--- src/rtl/tt_sel_pkg.sv ---
// Shared definitions for the tt_sel_ctrl design-select block: sequencer state
// encoding, register offsets, CTRL/STATUS bit positions and a hold-time helper.
package tt_sel_pkg;

    // Sequencer phases. The block leaves reset in ST_POST so that the design
    // selected after power-up is held in reset for one hold time.
    typedef enum logic [1:0] {
        ST_IDLE   = 2'd0,
        ST_PRE    = 2'd1,
        ST_SWITCH = 2'd2,
        ST_POST   = 2'd3
    } seq_state_e;

    // Byte offsets of the registers within the 16-byte window
    localparam logic [3:0] OFF_SEL    = 4'h0;
    localparam logic [3:0] OFF_CTRL   = 4'h4;
    localparam logic [3:0] OFF_STATUS = 4'h8;
    localparam logic [3:0] OFF_TIMING = 4'hC;

    // CTRL bits
    localparam int CTRL_GO_BIT     = 0;
    localparam int CTRL_IRQ_EN_BIT = 1;

    // STATUS bits
    localparam int STAT_BUSY_BIT  = 0;
    localparam int STAT_DONE_BIT  = 1;
    localparam int STAT_RANGE_BIT = 2;
    localparam int STAT_LOST_BIT  = 3;

    // A hold time of zero would make a phase vanish; treat it as one cycle.
    function automatic logic [7:0] eff_timing(input logic [7:0] t);
        return (t == 8'd0) ? 8'd1 : t;
    endfunction

endpackage

--- src/rtl/tt_sel_seq.sv ---
// Design-switch sequencer: holds the design in reset for a hold time (PRE),
// swaps si_sel for one cycle (SWITCH), holds again (POST), then releases.
// The index to apply is latched when GO is taken, so SEL writes made while a
// sequence runs only affect the next GO. The first POST after reset is the
// boot hold and does not report completion.
module tt_sel_seq
    import tt_sel_pkg::*;
#(
    parameter int SEL_W       = 10,
    parameter int DEFAULT_SEL = 0,
    parameter int RST_CYC     = 8
) (
    input  logic             clk,
    input  logic             srst,
    input  logic             go,
    input  logic [SEL_W-1:0] sel,
    input  logic [7:0]       timing,
    output logic [SEL_W-1:0] si_sel,
    output logic             design_rst,
    output logic             busy,
    output logic             done_pulse
);

    localparam logic [SEL_W-1:0] DEF_SEL  = SEL_W'(DEFAULT_SEL);
    localparam logic [7:0]       BOOT_CNT = eff_timing(8'(RST_CYC));

    seq_state_e       state_q, state_d;
    logic [7:0]       cnt_q, cnt_d;
    logic [SEL_W-1:0] si_sel_q, si_sel_d;
    logic [SEL_W-1:0] sel_lat_q, sel_lat_d;
    logic             boot_q, boot_d;
    logic             design_rst_q, design_rst_d;

    // State register; reset lands in the boot hold with the default index
    always_ff @(posedge clk) begin
        if (srst) begin
            state_q      <= ST_POST;
            cnt_q        <= BOOT_CNT;
            si_sel_q     <= DEF_SEL;
            sel_lat_q    <= DEF_SEL;
            boot_q       <= 1'b1;
            design_rst_q <= 1'b1;
        end else begin
            state_q      <= state_d;
            cnt_q        <= cnt_d;
            si_sel_q     <= si_sel_d;
            sel_lat_q    <= sel_lat_d;
            boot_q       <= boot_d;
            design_rst_q <= design_rst_d;
        end
    end

    // Next-state logic: each hold phase loads the live TIMING on entry and
    // counts down to 1
    always_comb begin
        state_d    = state_q;
        cnt_d      = cnt_q;
        si_sel_d   = si_sel_q;
        sel_lat_d  = sel_lat_q;
        boot_d     = boot_q;
        done_pulse = 1'b0;
        case (state_q)
            ST_IDLE: begin
                if (go) begin
                    state_d   = ST_PRE;
                    cnt_d     = eff_timing(timing);
                    sel_lat_d = sel;
                end
            end
            ST_PRE: begin
                if (cnt_q <= 8'd1) begin
                    state_d  = ST_SWITCH;
                    si_sel_d = sel_lat_q;
                end else begin
                    cnt_d = cnt_q - 8'd1;
                end
            end
            ST_SWITCH: begin
                state_d = ST_POST;
                cnt_d   = eff_timing(timing);
            end
            ST_POST: begin
                if (cnt_q <= 8'd1) begin
                    state_d    = ST_IDLE;
                    boot_d     = 1'b0;
                    done_pulse = !boot_q;
                end else begin
                    cnt_d = cnt_q - 8'd1;
                end
            end
            default: begin
                state_d = ST_IDLE;
            end
        endcase
        design_rst_d = (state_d != ST_IDLE);
    end

    assign si_sel     = si_sel_q;
    assign design_rst = design_rst_q;
    assign busy       = (state_q != ST_IDLE);

endmodule

--- src/rtl/tt_sel_ctrl.sv ---
// Wishbone slave owning design selection for tt_top. Firmware writes SEL and
// pulses GO; the sequencer performs the reset-protected switch of si_sel.
// Optional feature macro: TT_SEL_IRQ_EN enables the CTRL.IRQ_EN bit and the
// level interrupt irq_o = DONE & IRQ_EN; without it irq_o is tied low.
module tt_sel_ctrl
    import tt_sel_pkg::*;
#(
    parameter int          SEL_W       = 10,
    parameter int          N_DESIGNS   = 32,
    parameter int          DEFAULT_SEL = 0,
    parameter int          RST_CYC     = 8,
    parameter logic [31:0] BASE_ADR    = 32'h3000_0000
) (
    input  logic             wb_clk_i,
    input  logic             wb_rst_i,
    input  logic             wbs_stb_i,
    input  logic             wbs_cyc_i,
    input  logic             wbs_we_i,
    input  logic [3:0]       wbs_sel_i,
    input  logic [31:0]      wbs_dat_i,
    input  logic [31:0]      wbs_adr_i,
    output logic             wbs_ack_o,
    output logic [31:0]      wbs_dat_o,
    output logic [SEL_W-1:0] si_sel,
    output logic             design_rst_o,
    output logic             busy_o,
    output logic             irq_o
);

    logic             ack_q, ack_d;
    logic [31:0]      dat_q, dat_d;
    logic [SEL_W-1:0] sel_q, sel_d;
    logic [7:0]       timing_q, timing_d;
    logic             done_q, done_d;
    logic             range_q, range_d;
    logic             lost_q, lost_d;
`ifdef TT_SEL_IRQ_EN
    logic             irq_en_q, irq_en_d;
`endif

    logic             req, acc, wr, rd;
    logic [3:0]       off;
    logic             go_req, in_range, seq_go;
    logic             seq_busy, seq_done;
    logic [31:0]      rdata;
    logic [SEL_W-1:0] sel_wmask;
    logic             unused_ok;

    // Bus decode: a new access is taken only while ack is low, which gives the
    // mandatory idle cycle after every ack
    assign req    = wbs_stb_i && wbs_cyc_i && (wbs_adr_i[31:4] == BASE_ADR[31:4]);
    assign acc    = req && !ack_q;
    assign wr     = acc && wbs_we_i;
    assign rd     = acc && !wbs_we_i;
    assign off    = wbs_adr_i[3:0];

    assign go_req   = wr && (off == OFF_CTRL) && wbs_sel_i[0] && wbs_dat_i[CTRL_GO_BIT];
    assign in_range = (32'(sel_q) < 32'(N_DESIGNS));
    assign seq_go   = go_req && !seq_busy && in_range;

    // Per-bit write mask for SEL: only byte lanes 0 and 1 are writable
    for (genvar gi = 0; gi < SEL_W; gi++) begin : g_sel_mask
        if (gi < 16) begin : g_lane
            assign sel_wmask[gi] = wbs_sel_i[gi / 8];
        end else begin : g_nolane
            assign sel_wmask[gi] = 1'b0;
        end
    end

    // Lanes 2/3 and upper data bits carry nothing for this block
    assign unused_ok = &{1'b0, wbs_dat_i, wbs_sel_i};

    tt_sel_seq #(
        .SEL_W      (SEL_W),
        .DEFAULT_SEL(DEFAULT_SEL),
        .RST_CYC    (RST_CYC)
    ) u_seq (
        .clk        (wb_clk_i),
        .srst       (wb_rst_i),
        .go         (seq_go),
        .sel        (sel_q),
        .timing     (timing_q),
        .si_sel     (si_sel),
        .design_rst (design_rst_o),
        .busy       (seq_busy),
        .done_pulse (seq_done)
    );

    // Register file and bus response flops
    always_ff @(posedge wb_clk_i) begin
        if (wb_rst_i) begin
            ack_q    <= 1'b0;
            dat_q    <= '0;
            sel_q    <= '0;
            timing_q <= 8'(RST_CYC);
            done_q   <= 1'b0;
            range_q  <= 1'b0;
            lost_q   <= 1'b0;
`ifdef TT_SEL_IRQ_EN
            irq_en_q <= 1'b0;
`endif
        end else begin
            ack_q    <= ack_d;
            dat_q    <= dat_d;
            sel_q    <= sel_d;
            timing_q <= timing_d;
            done_q   <= done_d;
            range_q  <= range_d;
            lost_q   <= lost_d;
`ifdef TT_SEL_IRQ_EN
            irq_en_q <= irq_en_d;
`endif
        end
    end

    // Read mux; unmapped offsets and GO read as zero
    always_comb begin
        rdata = '0;
        case (off)
            OFF_SEL:    rdata[SEL_W-1:0] = sel_q;
`ifdef TT_SEL_IRQ_EN
            OFF_CTRL:   rdata[CTRL_IRQ_EN_BIT] = irq_en_q;
`endif
            OFF_STATUS: begin
                rdata[STAT_BUSY_BIT]  = seq_busy;
                rdata[STAT_DONE_BIT]  = done_q;
                rdata[STAT_RANGE_BIT] = range_q;
                rdata[STAT_LOST_BIT]  = lost_q;
            end
            OFF_TIMING: rdata[7:0] = timing_q;
            default:    rdata = '0;
        endcase
    end

    // Register writes and sticky status: clears are applied before sets so a
    // same-cycle event wins over a W1C
    always_comb begin
        ack_d    = acc;
        dat_d    = rd ? rdata : '0;
        sel_d    = sel_q;
        timing_d = timing_q;
        done_d   = done_q;
        range_d  = range_q;
        lost_d   = lost_q;
`ifdef TT_SEL_IRQ_EN
        irq_en_d = irq_en_q;
`endif
        if (wr && (off == OFF_SEL)) begin
            sel_d = (sel_q & ~sel_wmask) | (wbs_dat_i[SEL_W-1:0] & sel_wmask);
        end
        if (wr && (off == OFF_TIMING) && wbs_sel_i[0]) begin
            timing_d = wbs_dat_i[7:0];
        end
`ifdef TT_SEL_IRQ_EN
        if (wr && (off == OFF_CTRL) && wbs_sel_i[0]) begin
            irq_en_d = wbs_dat_i[CTRL_IRQ_EN_BIT];
        end
`endif
        if (wr && (off == OFF_STATUS) && wbs_sel_i[0]) begin
            if (wbs_dat_i[STAT_DONE_BIT])  done_d  = 1'b0;
            if (wbs_dat_i[STAT_RANGE_BIT]) range_d = 1'b0;
            if (wbs_dat_i[STAT_LOST_BIT])  lost_d  = 1'b0;
        end
        if (seq_done)                           done_d  = 1'b1;
        if (go_req && !seq_busy && !in_range)   range_d = 1'b1;
        if (go_req && seq_busy)                 lost_d  = 1'b1;
    end

    assign wbs_ack_o = ack_q;
    assign wbs_dat_o = dat_q;
    assign busy_o    = seq_busy;
`ifdef TT_SEL_IRQ_EN
    assign irq_o = done_q && irq_en_q;
`else
    assign irq_o = 1'b0;
`endif

endmodule

--- config.mk ---
export PLATFORM = sky130hd
export DESIGN_NAME = tt_sel_ctrl
export DESIGN_NICKNAME = d
export VERILOG_FILES = /design/src/rtl/tt_sel_pkg.sv /design/src/rtl/tt_sel_seq.sv /design/src/rtl/tt_sel_ctrl.sv
export SDC_FILE = /design/constraint.sdc
export NUM_CORES = 1
export LEC_CHECK = 0
export CAP_MARGIN = 10
export CORE_MARGIN = 1.5
export CORE_UTILIZATION = 26
export DETAILED_ROUTE_END_ITERATION = 10
export DONT_BUFFER_PORTS = 1
export PLACE_DENSITY_LB_ADDON = 0.1
export SLEW_MARGIN = 25
export SYNTH_ARGS = -nofsm -noshare
export SYNTH_HDL_FRONTEND = slang
export SYNTH_SLANG_ARGS = --single-unit
--- constraint.sdc ---
create_clock -name wb_clk_i -period 1.7 [get_ports wb_clk_i]
set_input_delay 0.17 -clock wb_clk_i [delete_from_list [all_inputs] [get_ports wb_clk_i]]
set_output_delay 0.17 -clock wb_clk_i [all_outputs]
set_load 0.05 [all_outputs]
==> results.json, run 1 <==
{
  "hp-class": "in2reg",
  "track_usage_pct": 13.2,
  "synthTopCellsByArea": "dfxtp_1 44%, mux2i_1 8.6%, nor2_1 6.2%",
  "slew_violations": 0,
  "grt_pass1_vias": 2255,
  "layout_min_cycle_time_ps": 1840,
  "dpl_worst_slack_ps": -182,
  "drc": 0,
  "die_w_um": 109,
  "violations": "negative hold slack, negative setup slack",
  "m1WireLength_mm": 3.51,
  "cp-start-kind": "register",
  "power_density_nw_per_um2": 1210,
  "nNetsFinal": 441,
  "grt_start_max_net_pins": 50,
  "antenna_cells": 0,
  "synth_top_area_share_pct": 44.3,
  "routed.top_layer": "met4",
  "synth_seq_cells": 64,
  "hold_viol": 49,
  "critical-path-slowest-cell": "or4_4",
  "clkTransAtPathRegs_ps": 80,
  "crit_path_end_kind": "register",
  "cts_buffers": 9,
  "clkSinkCount": 64,
  "drt-total-wl_mm": 7.48,
  "relSlewSlack_pct": 61.5,
  "finClkSkew_ps": 6.48,
  "clk_path_buf_depth": 2,
  "finalSetupViolations": 15,
  "rows": 38,
  "h-tree-depth": 3,
  "drtAntennaViolNets": 0,
  "initial_core_util_pct": 26.7,
  "fin_util_pct": 34.5,
  "max-cap-violations": 0,
  "setup_ws_ps": -137,
  "yosys.area.top_type": "dfxtp_1",
  "cp.required_ps": 1980,
  "r2r_slack_ps": -140,
  "place.port_buffers": 0,
  "leakage_nw": 1.48,
  "die_h_um": 109,
  "final_common_cell": "dfxtp_1",
  "fin_crit_sh_pct": 108,
  "path_class": "reg2reg",
  "post_drt_wl_per_cell_um": 14.6,
  "cp.arrival_ps": 2120,
  "drive_above_1_share_pct": 28.0,
  "met2_length_mm": 3.63,
  "areaGrowthSynthToFinish_pct": 29.1,
  "cts-root-buf": "clkbuf_8",
  "dr.pass1.iters": 4,
  "drt-initial-drc-count": 50,
  "fmax_mhz": 544,
  "route.vias.total": 2306,
  "grt_setup_unrepaired": "yes",
  "max_stage_delay_ps": 540,
  "ys_warn_count": 0,
  "path_cells": "or4_4 > nor2_4 > and2_4 > a22oi_2 > buf_4 > a211o_1 > a21oi_2",
  "met3_length_um": 277,
  "yosysUniqueCellTypes": 42,
  "finalPower_mw": 4.52,
  "clk_latency_ps": 340,
  "gr-total-overflow": 0,
  "ios": 119,
  "avgViaCountPerCell": 4.51,
  "hold_slack_ps": -111,
  "syn_area_per_cell_um2": 8.96,
  "status": "finished with violations",
  "cp_max_fo": 4,
  "grt_pass1_wl_mm": 11.8,
  "cts_tree": "done",
  "synth_area_um2": 2900,
  "ys_seq_area_share_pct": 44.3,
  "antenna_found_initial": 0,
  "hpwlAfterDp_mm": 5.33,
  "core_um2": 10800,
  "tightest_slew_ps": 576,
  "ir_drop_uv": 490,
  "layout_common_cells": "61 x dfxtp_1, 40 x nor2_1, 34 x buf_4",
  "synthCells": 323,
  "die-area_um2": 11800,
  "gp_congestion": 0.742,
  "cts_hold_buf": 1
}
[where the power goes]
group	total (mW)	internal (mW)	switching, mW	leakage [nW]
Sequential	1.73	1.61	0.117	0.518
Clock	1.52	0.872	0.644	0.113
Combinational	1.28	0.633	0.644	0.850
[layout make-up]
cell class                      count  area, um^2
Tap cell                          140         175
Sequential cell                    64        1290
Clock buffer                       10         138
Clock inverter                      6        91.3
Inverter                            7        26.3
Fill cell                        1159        7100
Multi-Input combinational cell    238        1610
Timing Repair Buffer               46         410
[cells in the mapped netlist, drive strengths merged]
cell / number
and2: 8
nand2b: 3
a22oi: 10
buf: 26
or4: 2
ha: 2
a211o: 5
inv: 7
nand3: 5
nor3: 5
o21bai: 1
clkbuf: 10
a21oi: 20
or3b: 1
nor4: 12
nand4b: 1
and4: 3
nor3b: 2
nand2: 34
and4bb: 2
nor2: 48
mux2i: 25
or2: 1
xnor2: 1
or3: 1
dfxtp: 64
a31oi: 2
conb: 1
nand3b: 6
mux2: 3
nand4: 3
nor2b: 1
o21ai: 6
xor2: 2
[through the flow]
step / instance area (um^2) / instances / TNS, ps / hold slack [ps]
floorplan: 3020 / 345 / -3050 / 274
global placement: 3290 / 490 / -3170 / 240
detailed placement: 3290 / 490 / -3360 / 240
CTS: 3640 / 510 / -1070 / -130
global route: 3740 / 511 / -3610 / -139
finish: 3740 / 511 / -926 / -111
[final timing paths]
kind                       from  cells past startpoint              end
max reg2reg            register                      7   u_seq.cnt_q[1]
min                    wb_rst_i                      1        wbs_ack_o
min reg2reg  u_seq.sel_lat_q[6]                      2  u_seq.si_sel[6]
max                    register                      7   u_seq.cnt_q[1]
[per-layer routing]
metal / vias up / track usage (%)
li1: 1165 / -
met1: 1086 / 16.8
met2: 51 / 21.4
met3: 4 / 3.80
met4: 0 / 3.95
met5: - / 0
[logic make-up (layout without fill, tap and decap cells)]
group	count (synthesis)	in the layout	synth area share [%]
other cells	1	23	0.130
fa+ha+maj	2	2	0.864
compound gates	44	44	9.59
buf+inv	43	69	8.69
flops	64	64	44.3
simple gates	138	138	25.8
xor+xnor	3	3	0.908
mux	28	28	9.81
[worst max-delay path, delay by kind of cell (launching register included)]
| family | cells | cell delay, ps |
|---|---|---|
| AOI/OAI and AO/OA | 3 | 430 |
| buffers and inverters | 1 | 180 |
| DFF | 1 | 330 |
| and+or+nand+nor | 3 | 820 |
[what timing repair did]
| item | 4_1_cts | 5_1_grt |
|---|---|---|
| gates cloned | 0 | 1 |
| setup buffers | 4 | 2 |
| gates resized for setup | 21 | 29 |
| hold endpoints to repair | 53 | 49 |
| endpoints found under the setup margin | 32 | 57 |
| pin swaps | 13 | 5 |
Note: power is estimated with default switching activity, not from simulation.
==> run 2: changes to the inputs <==
--- a/config.mk
+++ b/config.mk
@@ -7,11 +7,12 @@
 export LEC_CHECK = 0
 export CAP_MARGIN = 10
 export CORE_MARGIN = 1.5
-export CORE_UTILIZATION = 26
+export CORE_UTILIZATION = 55
 export DETAILED_ROUTE_END_ITERATION = 10
 export DONT_BUFFER_PORTS = 1
 export PLACE_DENSITY_LB_ADDON = 0.1
 export SLEW_MARGIN = 25
 export SYNTH_ARGS = -nofsm -noshare
 export SYNTH_HDL_FRONTEND = slang
+export SYNTH_HIERARCHICAL = 1
 export SYNTH_SLANG_ARGS = --single-unit
==> run 2 against run 1 <==
The run ends with negative setup slack left. Cell count fell by 3.7%. Hold slack improved by 130 ps. Critical endpoint is now u_seq/cnt_q[7]. Largest power group unchanged. Worst setup slack worse by 430 ps. Core utilization rose by 37 points. Combinational power rose by 25%. Clock-buffer cell count stayed put. Total power grew 1.9%. Clock skew is essentially flat.
==> results.json, run 2 <==
{
  "status": "finished with violations",
  "setup_ws_ps": -568,
  "hpwlAfterDp_mm": 5.65,
  "drt-initial-drc-count": 230,
  "cts-root-buf": "clkbuf_8",
  "initial_core_util_pct": 57.6,
  "ys_warn_count": 6,
  "dominantRegCellSynth": "dfxtp_1",
  "met1_usage_pct": 35.8,
  "cts_tree": "done",
  "die_w_um": 79.2,
  "finClkSkew_ps": 6.68,
  "cp_max_fo": 9,
  "finalPower_mw": 4.61,
  "yosysMostFrequentCell": "dfxtp_1",
  "critical-path-slowest-cell": "or4b_4",
  "r2r-start": "u_seq/state_q[1]",
  "relSlewSlack_pct": 57.2,
  "grt_start_max_net_pins": 52,
  "synth_area_um2": 3190,
  "max_stage_delay_ps": 470,
  "synth_seq_cells": 64,
  "fin_crit_sh_pct": 133,
  "dr.pass1.iters": 4,
  "synth_edf_count": 0,
  "cp.required_ps": 1930,
  "leakage_nw": 1.40,
  "clkTransAtPathRegs_ps": 70,
  "route.vias.total": 3045,
  "path_delay_family": "simple AND/OR/NAND/NOR gates",
  "n_fill_cell": 444,
  "met2_usage_pct": 46.4,
  "gr-total-overflow": 0,
  "layout_common_cells": "62 x dfxtp_1, 46 x buf_4, 36 x nor2_1",
  "path_cells": "nor2_4 > inv_6 > or4b_4 > nor3_2 > nand4_1 > nor3_4 > o32ai_4 > buf_4 > o21ai_2 > a21oi_2",
  "clkSinkCount": 64,
  "slew_violations": 0,
  "drc": 0,
  "crit_path_end_kind": "register",
  "grt_pass1_wl_mm": 13.9,
  "avgViaCountPerCell": 6.19,
  "synth_top_area_share_pct": 40.1,
  "layout_min_cycle_time_ps": 2270,
  "cp-start-kind": "register",
  "drtAntennaViolNets": 0,
  "dpl_worst_slack_ps": -697,
  "cp.arrival_ps": 2500,
  "core_um2": 5540,
  "hold_viol": 0,
  "cp-startpoint": "u_seq/state_q[1]",
  "grt_busiest_layer": "met2",
  "grtUsageMet3_pct": 10.0,
  "fmax_mhz": 441,
  "grt_setup_unrepaired": "yes",
  "power_density_nw_per_um2": 1160,
  "final_common_cell": "dfxtp_1",
  "synthTopCellsByArea": "dfxtp_1 40%, buf_4 6.6%, a21oi_1 5.8%",
  "max-cap-violations": 0,
  "syn_area_per_cell_um2": 8.82,
  "areaGrowthSynthToFinish_pct": 24.1,
  "hp-class": "in2reg",
  "h-tree-depth": 3,
  "path_class": "reg2reg",
  "place.port_buffers": 0,
  "cts_buffers": 9,
  "grt_pass1_vias": 2806,
  "path_buf_inv": 2,
  "tightest_slew_ps": 636,
  "track_usage_pct": 29.1,
  "finalSetupViolations": 31,
  "gp_congestion": 0.898,
  "drive_above_1_share_pct": 25.7,
  "min_from": "wbs_dat_i[4]",
  "rows": 27,
  "post_drt_wl_per_cell_um": 18.4,
  "ys_seq_area_share_pct": 40.1,
  "ios": 119,
  "violations": "negative setup slack",
  "ir_drop_uv": 719,
  "synthCells": 362,
  "yosys.area.top_type": "dfxtp_1",
  "clk_latency_ps": 340,
  "clk_path_buf_depth": 2,
  "synthArstFlopShare_pct": 0,
  "ys_top_cells_by_count": "64 x dfxtp_1, 37 x a21oi_1, 37 x nor2_1",
  "die_h_um": 79.2,
  "drt-total-wl_mm": 9.07,
  "nNetsFinal": 490,
  "antenna_found_initial": 0,
  "yosysUniqueCellTypes": 55,
  "die-area_um2": 6270,
  "antenna_cells": 0
}
-- run 2: changes by cell type in the layout (fill, tap and decap cells not counted), sizes merged, moves of 5 or more --
cell,change
a21oi,+18
a22oi,-6
and2,-5
buf,+7
dlygate4sd3,+11
mux2i,-9
nand3b,-5
nand4,+23
nor2,-11
o31ai,+18
-- run 2: metal layers --
layer  wire length [um]  part of all wire, %
met3                855                  9.4
met2               4420                   49
met5                  0                    0
met4                227                  2.5
met1               3560                   39
-- run 2: logic make-up (layout without fill, tap and decap cells) --
| group | count (synthesis) | count (layout) | share of synthesized area, % |
|---|---|---|---|
| fa+ha+maj | 2 | 2 | 0.784 |
| buf+inv | 54 | 86 | 10.6 |
| simple gates | 138 | 140 | 25.3 |
| compound gates | 85 | 87 | 17.4 |
| xor+xnor | 1 | 1 | 0.274 |
| flops | 64 | 64 | 40.1 |
| mux | 17 | 17 | 5.37 |
| other cells | 1 | 23 | 0.117 |
-- run 2: timing repair --
action | 4_1_cts | 5_1_grt
pin swaps | 8 | 5
hold buffers | 13 | 0
resized for setup | 16 | 11
setup buffers | 7 | 8
endpoints found under the hold margin | 54 | 0
gates cloned | 3 | 2
endpoints found under the setup margin | 33 | 35
-- run 2: area by class of cell --
| class | count | area [um^2] | share of cell area, % |
|---|---|---|---|
| clock buffer | 10 | 138 | 3.47 |
| sequential | 64 | 1280 | 32.4 |
| clock inverter | 6 | 66.3 | 1.67 |
| tap | 72 | 90.1 | 2.27 |
| timing repair buffer | 64 | 542 | 13.7 |
| inverter | 6 | 27.5 | 0.695 |
| multi-input combinational | 270 | 1810 | 45.8 |
-- run 2: path summary, 6_finish.rpt --
path                                           end  slack, ps  depth (start not counted)
worst max-delay path                u_seq/cnt_q[7]       -570                         10
worst min-delay path                   timing_q[4]         20                          2
worst max register to register      u_seq/cnt_q[7]       -570                         10
worst min register to register  u_seq/sel_lat_q[4]        460                          2
-- run 2: where the power goes --
part | switching (mW) | internal [mW]
registers | 0.0701 | 1.60
logic | 0.877 | 0.724
clock network | 0.620 | 0.719
-- run 2: stage by stage --
stage	hold WS [ps]	setup TNS (ps)	util, %	instance area (um^2)	std cells
6_report	20.5	-11250	71.5	3960	492
5_1_grt	12.8	-15060	71.5	3960	492
4_1_cts	4.00	-11360	69.0	3820	482
3_5_place_dp	239	-13480	60.6	3360	444
3_3_place_gp	238	-11470	60.6	3360	444
2_1_floorplan	312	-10450	-	3310	384
==> run 3: changes to the inputs <==
--- a/config.mk
+++ b/config.mk
@@ -11,6 +11,7 @@
 export DETAILED_ROUTE_END_ITERATION = 10
 export DONT_BUFFER_PORTS = 1
 export PLACE_DENSITY_LB_ADDON = 0.1
+export SKIP_CTS_REPAIR_TIMING = 1
 export SLEW_MARGIN = 25
 export SYNTH_ARGS = -nofsm -noshare
 export SYNTH_HDL_FRONTEND = slang
==> run 3 against run 2 <==
Clock skew barely moved. Sequential power is essentially flat. Via count down 5.4%. Register-to-register slack worse by 30 ps. Largest cell class unchanged. Worst setup slack worse by 33 ps. Critical path type unchanged. Clock power about the same. The flow finishes with violations (negative hold slack, negative setup slack). Die area stayed put. Core utilization shrank 3.8 points. Global-route usage decreased by 2.9 points. Final area shrank 5.3%. Highest routed layer unchanged. Sequential cell count stayed put. Clock-buffer cell count is the same.
==> results.json, run 3 (synthesis results as in run 2) <==
{
  "status": "finished with violations",
  "violations": "negative hold slack, negative setup slack",
  "crit_path_end_kind": "register",
  "max_stage_delay_ps": 470,
  "antenna_found_initial": 0,
  "h-tree-depth": 3,
  "multi_input_area_um2": 1750,
  "drtAntennaViolNets": 0,
  "setup_ws_ps": -600,
  "grt_start_max_net_pins": 55,
  "die-area_um2": 6270,
  "grt_setup_unrepaired": "yes",
  "cts_buffers": 9,
  "drt-initial-drc-count": 190,
  "critical-path-slowest-cell": "or4b_4",
  "route.vias.total": 2880,
  "rows": 27,
  "cts_tree": "done",
  "hpwlAfterDp_mm": 5.65,
  "max-cap-violations": 0,
  "r2r_cells": 10,
  "cp-startpoint": "u_seq/state_q[0]",
  "drc": 0,
  "layout_min_cycle_time_ps": 2300,
  "tightest_slew_ps": 545,
  "post_drt_wl_per_cell_um": 17.4,
  "hold_depth": 1,
  "dr.pass1.iters": 5,
  "min_from": "wb_rst_i",
  "r2r_slack_ps": -600,
  "fmax_mhz": 435,
  "clk_latency_ps": 340,
  "leakage_nw": 1.32,
  "hp-class": "in2reg",
  "clkSinkCount": 64,
  "hold_viol": 49,
  "die_h_um": 79.2,
  "ios": 119,
  "core_um2": 5540,
  "dp_cells": 444,
  "clkTransAtPathRegs_ps": 70,
  "power_density_nw_per_um2": 1170,
  "slew_violations": 0,
  "cp.arrival_ps": 2590,
  "finalSetupViolations": 33,
  "relSlewSlack_pct": 63.4,
  "cp_max_fo": 9,
  "path_class": "reg2reg",
  "drt-total-wl_mm": 8.23,
  "track_usage_pct": 26.2,
  "fin_crit_sh_pct": 135,
  "r2r-start": "u_seq/state_q[0]",
  "place.port_buffers": 0,
  "die_w_um": 79.2,
  "hold_slack_ps": -116,
  "cp-start-kind": "register",
  "rr_endpoint": "u_seq/cnt_q[7]",
  "layout_common_cells": "63 x dfxtp_1, 42 x buf_4, 36 x nor2_1, 36 x a21oi_1, 31 x nand2_1",
  "finClkSkew_ps": 6.37,
  "areaGrowthSynthToFinish_pct": 17.5,
  "grt_pass1_wl_mm": 12.7,
  "cp.required_ps": 1980,
  "gp_congestion": 0.898,
  "final_common_cell": "dfxtp_1",
  "min_delay_worst_endpoint": "u_seq/cnt_q[1]",
  "n_fill_cell": 468,
  "cts-root-buf": "clkbuf_8",
  "gr-total-overflow": 0,
  "clk_path_buf_depth": 2,
  "fin_util_pct": 67.7,
  "avgViaCountPerCell": 6.08,
  "dpl_worst_slack_ps": -697,
  "nNetsFinal": 472,
  "antenna_cells": 0,
  "placed_cell_area_um2": 3360,
  "ir_drop_uv": 693,
  "regArea_um2": 1280,
  "grt_pass1_vias": 2544,
  "finalNonFillerCells": 474,
  "drive_above_1_share_pct": 23.4,
  "design_area_um2": 3750,
  "path_cells": "nor2_4 > inv_6 > or4b_4 > nor3_2 > nand4_1 > nor3_4 > o32ai_4 > buf_4 > a21o_1 > a21oi_2",
  "initial_core_util_pct": 57.6
}
## run 3: power breakdown
group / total, mW / switching, mW / internal (mW)
sequential: 1.66 / 0.0648 / 1.59
clock: 1.34 / 0.622 / 0.719
combinational: 1.37 / 0.747 / 0.624
total: 4.37 / 1.43 / 2.94
## run 3: worst max path at each step
stage | endpoint | depth (start not counted)
2_1_floorplan | u_seq/cnt_q[3] | 10
3_3_place_gp | u_seq/cnt_q[0] | 9
3_5_place_dp | u_seq/cnt_q[0] | 9
4_1_cts | u_seq/cnt_q[0] | 9
5_1_grt | u_seq/cnt_q[6] | 10
6_report | u_seq/cnt_q[7] | 10
## run 3: stage by stage
stage	setup TNS [ps]	power, mW
2_1_floorplan	-10450	2.52
3_3_place_gp	-11470	2.78
3_5_place_dp	-13480	2.81
4_1_cts	-13710	4.14
5_1_grt	-15980	4.57
6_report	-11840	4.37
## run 3: layout make-up
cell class / count / share of cell area (%)
inverter: 6 / 0.734
timing repair buffer: 49 / 10.6
tap: 72 / 2.40
sequential: 64 / 34.2
multi-input combinational: 267 / 46.6
clock inverter: 6 / 1.77
clock buffer: 10 / 3.67
## run 3: critical path: cells and delay by family (launching register included)
family / cells / cell delay, ps
AO/OA/AOI/OAI: 3 / 440
flip-flops: 1 / 340
AND/OR/NAND/NOR: 5 / 1210
buffers and inverters: 2 / 240
## run 3: per-layer routing
layer	vias up	track usage (%)	share of wire [%]
met5	-	0	0
met4	0	8.77	2.0
met3	22	9.89	9.6
met2	176	39.8	47
met1	1330	34.1	41
li1	1352	-	-
